`config.mk`:
```
export PLATFORM = sky130hd
export DESIGN_NAME = int_ctrl
export DESIGN_NICKNAME = d
export VERILOG_FILES = /design/src/rtl/cpu_pkg.sv /design/src/rtl/int_timer.sv /design/src/rtl/int_ctrl.sv
export SDC_FILE = /design/constraint.sdc
export NUM_CORES = 1
export LEC_CHECK = 0
export ABC_AREA = 1
export BUFFER_PORTS_ARGS = -buffer_cell sky130_fd_sc_hd__buf_2
export CORE_ASPECT_RATIO = 0.6
export CORE_MARGIN = 4
export CORE_UTILIZATION = 61
export CTS_BUF_LIST = sky130_fd_sc_hd__clkbuf_4 sky130_fd_sc_hd__clkbuf_8
export CTS_CLUSTER_DIAMETER = 150
export DETAILED_ROUTE_END_ITERATION = 10
export GPL_TIMING_DRIVEN = 0
export MAX_ROUTING_LAYER = met4
export PLACE_DENSITY = 0.85
export SLEW_MARGIN = 40
export SYNTH_ARGS = -nofsm -noshare
export SYNTH_HDL_FRONTEND = slang
export SYNTH_SLANG_ARGS = --single-unit
```
`constraint.sdc`:
```
create_clock -name i_clk -period 4.4 [get_ports i_clk]
set_clock_uncertainty 0.2 [all_clocks]
set_input_delay 0.22 -clock i_clk [delete_from_list [all_inputs] [get_ports i_clk]]
set_output_delay 0.22 -clock i_clk [all_outputs]
set_load 0.1 [all_outputs]
```
`src/rtl/cpu_pkg.sv`:
```
// Shared constants for the memory-mapped interrupt controller: register offsets,
// TCTRL bit positions, default window base and the ID priority encoder.
package cpu_pkg;

  localparam logic [15:0] INT_BASE_DEFAULT = 16'hFF00;

  localparam logic [2:0] INT_OFS_PEND    = 3'd0;
  localparam logic [2:0] INT_OFS_MASK    = 3'd1;
  localparam logic [2:0] INT_OFS_ID      = 3'd2;
  localparam logic [2:0] INT_OFS_TRELOAD = 3'd3;
  localparam logic [2:0] INT_OFS_TCTRL   = 3'd4;
  localparam logic [2:0] INT_OFS_TCOUNT  = 3'd5;

  localparam int TCTRL_EN   = 0;
  localparam int TCTRL_AUTO = 1;

  // Lowest set bit wins, so source 0 (the timer) has the highest priority.
  function automatic logic [2:0] lowest_set(input logic [7:0] v);
    lowest_set = 3'd0;
    for (int i = 7; i >= 0; i--) begin
      if (v[i]) lowest_set = 3'(i);
    end
  endfunction

endpackage

```
`src/rtl/int_timer.sv`:
```
// Prescaled down-counting timer; o_fire pulses on the tick that finds TCOUNT at zero.
module int_timer
  import cpu_pkg::*;
#(
  parameter int PRESCALE = 16
) (
  input  logic        i_clk,
  input  logic        i_rst,
  input  logic        i_ce,
  input  logic        i_wr_reload,
  input  logic        i_wr_ctrl,
  input  logic [15:0] i_wdata,
  output logic [15:0] o_reload,
  output logic [15:0] o_count,
  output logic        o_en,
  output logic        o_auto,
  output logic        o_fire
);

  localparam logic [15:0] PS_MAX = 16'(PRESCALE - 1);

  logic [15:0] presc;
  logic        tick;

  assign tick   = i_ce && o_en && (presc == PS_MAX);
  assign o_fire = tick && (o_count == 16'd0);

  always_ff @(posedge i_clk or posedge i_rst) begin
    if (i_rst) begin
      presc    <= '0;
      o_count  <= '0;
      o_reload <= '0;
      o_en     <= 1'b0;
      o_auto   <= 1'b0;
    end else if (i_ce) begin
      if (o_en) presc <= tick ? 16'd0 : presc + 16'd1;
      if (tick) begin
        if (o_count != 16'd0) o_count <= o_count - 16'd1;
        else if (o_auto)      o_count <= o_reload;
        else                  o_en    <= 1'b0;
      end
      // Bus writes come last so they override the internal EN clear and count update.
      if (i_wr_ctrl) begin
        o_en   <= i_wdata[TCTRL_EN];
        o_auto <= i_wdata[TCTRL_AUTO];
      end
      if (i_wr_reload) begin
        o_reload <= i_wdata;
        o_count  <= i_wdata;
        presc    <= '0;
      end
    end
  end

endmodule

```
`src/rtl/int_ctrl.sv`:
```
// Interrupt controller: bus decode, source synchronisers, PEND/MASK, ID encode
// and registered read mux around the int_timer block.
module int_ctrl
  import cpu_pkg::*;
#(
  parameter logic [15:0] BASE     = INT_BASE_DEFAULT,
  parameter int          PRESCALE = 16
) (
  input  logic        i_clk,
  input  logic        i_rst,
  input  logic        i_ce,
  input  logic [15:0] i_addr,
  input  logic [15:0] i_wdata,
  input  logic        i_we,
  output logic [15:0] o_rdata,
  output logic        o_sel,
  input  logic [7:1]  i_irq,
  output logic        o_int
);

  logic [7:0]  pend, mask, pend_n, mask_n, masked, pend_clr;
  logic [7:1]  irq_s1, irq_s2, irq_d;
  logic [15:0] treload, tcount, rd_mux, id_val;
  logic [2:0]  ofs;
  logic        hit, wr, t_en, t_auto, t_fire;

  assign hit = (i_addr[15:3] == BASE[15:3]);
  assign ofs = i_addr[2:0];
  assign wr  = i_ce && i_we && hit;

  int_timer #(.PRESCALE(PRESCALE)) u_timer (
    .i_clk       (i_clk),
    .i_rst       (i_rst),
    .i_ce        (i_ce),
    .i_wr_reload (wr && (ofs == INT_OFS_TRELOAD)),
    .i_wr_ctrl   (wr && (ofs == INT_OFS_TCTRL)),
    .i_wdata     (i_wdata),
    .o_reload    (treload),
    .o_count     (tcount),
    .o_en        (t_en),
    .o_auto      (t_auto),
    .o_fire      (t_fire)
  );

  assign masked = pend & mask;
  assign id_val = {|masked, 12'b0, lowest_set(masked)};

  // A new event in the same cycle as its W1C clear keeps the bit set.
  assign pend_clr = (wr && (ofs == INT_OFS_PEND)) ? i_wdata[7:0] : 8'h00;
  assign pend_n   = (pend & ~pend_clr) | {irq_s2 & ~irq_d, t_fire};
  assign mask_n   = (wr && (ofs == INT_OFS_MASK)) ? i_wdata[7:0] : mask;

  always_comb begin
    rd_mux = 16'h0000;
    case (ofs)
      INT_OFS_PEND:    rd_mux = {8'h00, pend};
      INT_OFS_MASK:    rd_mux = {8'h00, mask};
      INT_OFS_ID:      rd_mux = id_val;
      INT_OFS_TRELOAD: rd_mux = treload;
      INT_OFS_TCTRL:   rd_mux = {14'b0, t_auto, t_en};
      INT_OFS_TCOUNT:  rd_mux = tcount;
      default:         rd_mux = 16'h0000;
    endcase
  end

  always_ff @(posedge i_clk or posedge i_rst) begin
    if (i_rst) begin
      irq_s1  <= '0;
      irq_s2  <= '0;
      irq_d   <= '0;
      pend    <= '0;
      mask    <= '0;
      o_int   <= 1'b0;
      o_sel   <= 1'b0;
      o_rdata <= '0;
    end else if (i_ce) begin
      irq_s1  <= i_irq;
      irq_s2  <= irq_s1;
      irq_d   <= irq_s2;
      pend    <= pend_n;
      mask    <= mask_n;
      o_int   <= |(pend_n & mask_n);
      o_sel   <= hit;
      o_rdata <= hit ? rd_mux : 16'h0000;
    end
  end

endmodule
```
==> run metrics <==
clk_lat worst skew around 390 ps; TritonRoute pass-1 iters 6; synthesis-to-finish area growth 16.8%; GRT overflow 0; vias 6,014; max-cap violations 0; Post-Syn Area between 5000 and 6000 µm²; register bit total from synthesis 105; Fmax achieved 361 MHz; TritonCTS Sinks 105; initial core utilization 0.627; Hold Path Class in -> reg; Chip Height 83.3 µm; CP required approximately 4500 ps; Clock Tree Buf Depth 2; vias in the first global route 5,650; clock root buffer clkbuf_8; Clk pin slew, worst setup/hold paths roughly 110 ps; total track usage 0.337; Core ar. 9190 µm²; Nets around 920; met3 Use GR 0.0993; postcts setup bufs 0; slew margin rel. 0.517; largest net degree at the start of global routing a little over 70; num rows 27; post-layout worst setup margin 1630 ps; Fillers roughly 750; leak pwr around 3.3 nW; Tot Pwr between 1.5 and 2 mW; leading area contributor after synthesis dfrtp_1; Die ar. 11,100 µm²; routability cong. between 1 and 1.5; CTS tree yes; Final Max Tran Viols 0; met1 usage 0.492; CTS buffer count 9; Slew @ Worst Pin between 700 and 800 ps; syn_nets 817; YS warnings 0; largest cells by area after synthesis dfrtp_1, nand2_1, o21ai_0; sequential area share after synthesis 0.456; final hold violation count 0; count of mapped cells out of synthesis around 770; layout cells sized above 1 0.125; vias per cell around 6; outcome finished, final reports clean; Synth cell types around 40; Top Usage Layer GRT met1; antenna diode count 0; Setup-failing EPs final 0; Max VDD drop ~250 µV; Avg Inst Size Synth between 7 and 8 µm²; I/O pins between 60 and 70; GR Util met2 0.470; DRC 0; pwr dens 269 nW/µm²; pre-CTS setup slack between 1500 and 2000 ps; Iteration-0 DRC Markers ~800; crit-path cells dlygate4sd3_1 -> buf_2 -> nor4_1 -> nand4_1 -> nor2_1 -> nand2_1 -> o21ai_4 -> clkbuf_2 -> o21ai_0; PortBufs 60; wire per inst between 15 and 20 µm; WP data arrival 2830 ps; share of the synthesized area in the top cell type 0.456; post-route setup TNS 0 ps; Tcrit/Tclk final 0.629; initial antenna violation count 0; Die W approximately 130 µm; Routed WL ~18,000 µm; Critical Path Source Type primary input; CP top delay family simple AND/OR/NAND/NOR gates; hpwl dp around 13,000 µm; min cycle time layout 2770 ps; unrepaired setup endpoints after global routing no; first-pass GRT wire length 29,000 µm; Slowest-stage cell, CP dlygate4sd3_1; WS Path Type in -> reg; post-route antenna net violation count 0; critical path capture point type flip-flop; worst-path fanout max 10; worst path bufs/invs 3; largest stage delay on the critical path approximately 540 ps; H-tree Lvls 3
## metal layers
layer / share of wire / vias up
met5: 0 / -
met4: 0.013 / 0
met3: 0.14 / 39
met2: 0.41 / 406
met1: 0.44 / 2809
li1: - / 2760
## metrics by stage
step / util / std cells / hold WS, ps / area (µm²)
global route: 0.733 / 1007 / 72.4 / 6730
global placement: 0.677 / 961 / 227 / 6220
detailed placement: 0.681 / 962 / 7.45 / 6260
floorplan: - / 771 / 137 / 5760
CTS: 0.733 / 1007 / 32.7 / 6730
finish: 0.733 / 1007 / 39.9 / 6730
## timing repair
action,4_1_cts,5_1_grt
hold endpoints to repair,140,0
resized for setup,0,0
hold buffers,29,0
## layout make-up
class,count,area (µm²),share of cell area
clock inverters,6,50.0,0.00743
well taps,130,163,0.0242
clock buffers,10,131,0.0195
flip-flops and latches,105,2630,0.390
repair buffers,90,618,0.0918
plain buffers,22,105,0.0156
inverters,84,323,0.0480
multi-input cells,560,2710,0.403
## where the power goes
part,internal (mW),switching (mW)
Clock,0.221,0.365
Combinational,0.0697,0.137
Sequential,0.998,0.0213
Total,1.29,0.523
## final timing paths
kind / from / endpoint / slack [ps] / depth (start not counted)
worst max-delay path: i_addr[4] / u_timer.o_count[3]$_DFFE_PP0P_ / 1630 / 9
worst min-delay path: i_addr[9] / o_sel$_DFFE_PP0P_ / 40 / 5
worst max register to register: u_timer.presc[1]$_DFFE_PP0P_ / u_timer.o_count[3]$_DFFE_PP0P_ / 1720 / 9
worst min register to register: irq_s1[6]$_DFFE_PP0P_ / irq_s1[6]$_DFFE_PP0P_ / 290 / 2
max in group asynchronous: i_rst / o_rdata[0]$_DFFE_PP0P_ / 3240 / 4
min in group asynchronous: i_rst / pend[4]$_DFFE_PP0P_ / 130 / 3
## registers in the layout, summed over array words and instances (netlist names)
name and cells:
pend 8, irq_d 7, u_timer.o_reload 16, u_timer.o_auto 1, o_rdata 16, u_timer.o_en 1, mask 8, u_timer.presc 16
o_sel 1, irq_s2 7, o_int 1, u_timer.o_count 16, irq_s1 7
## cells by family (layout without fill, tap and decap cells)
family                   count (synthesis)  after routing  share of synthesized area
AND/OR/NAND/NOR                        398            398                      0.300
AO/OA/AOI/OAI                          150            150                      0.151
buffers and inverters                  106            212                     0.0730
flip-flops                             105            105                      0.456
XOR/XNOR                                 9              9                     0.0137
adder cells (fa/ha/maj)                  3              3                    0.00652
## cell usage after synthesis (all sizes together)
library cell	instances
a211oi	1
a21oi	17
a221oi	5
a22o	10
a22oi	3
a31oi	3
buf	14
clkbuf	8
clkinv	1
dfrtp	105
ha	3
inv	83
nand2	244
nand3	41
nand3b	1
nand4	29
nor2	63
nor3	16
nor4	4
o21a	1
o21ai	100
o221ai	1
o22ai	8
o41ai	1
xor2	9
## worst register-to-register path, stage by stage (launching register included)
cell and delay [ps]:
dfrtp_1 370, ha_1 260, nand2_1 150, nor2_4 180
nand4_1 130, nor4_1 270, nand3_1 180, o21ai_4 370
clkbuf_2 330, o21ai_0 140
## cell usage in the layout (no fill, tap or decap), drive strengths merged
master	instances
a211oi	1
a21oi	17
a221oi	5
a22o	10
a22oi	3
a31oi	3
buf	75
clkbuf	18
clkinv	3
clkinvlp	1
dfrtp	105
dlygate4sd3	29
ha	3
inv	86
nand2	244
nand3	41
nand3b	1
nand4	29
nor2	63
nor3	16
nor4	4
o21a	1
o21ai	100
o221ai	1
o22ai	8
o41ai	1
xor2	9
Power figures use the tool's default switching activity.
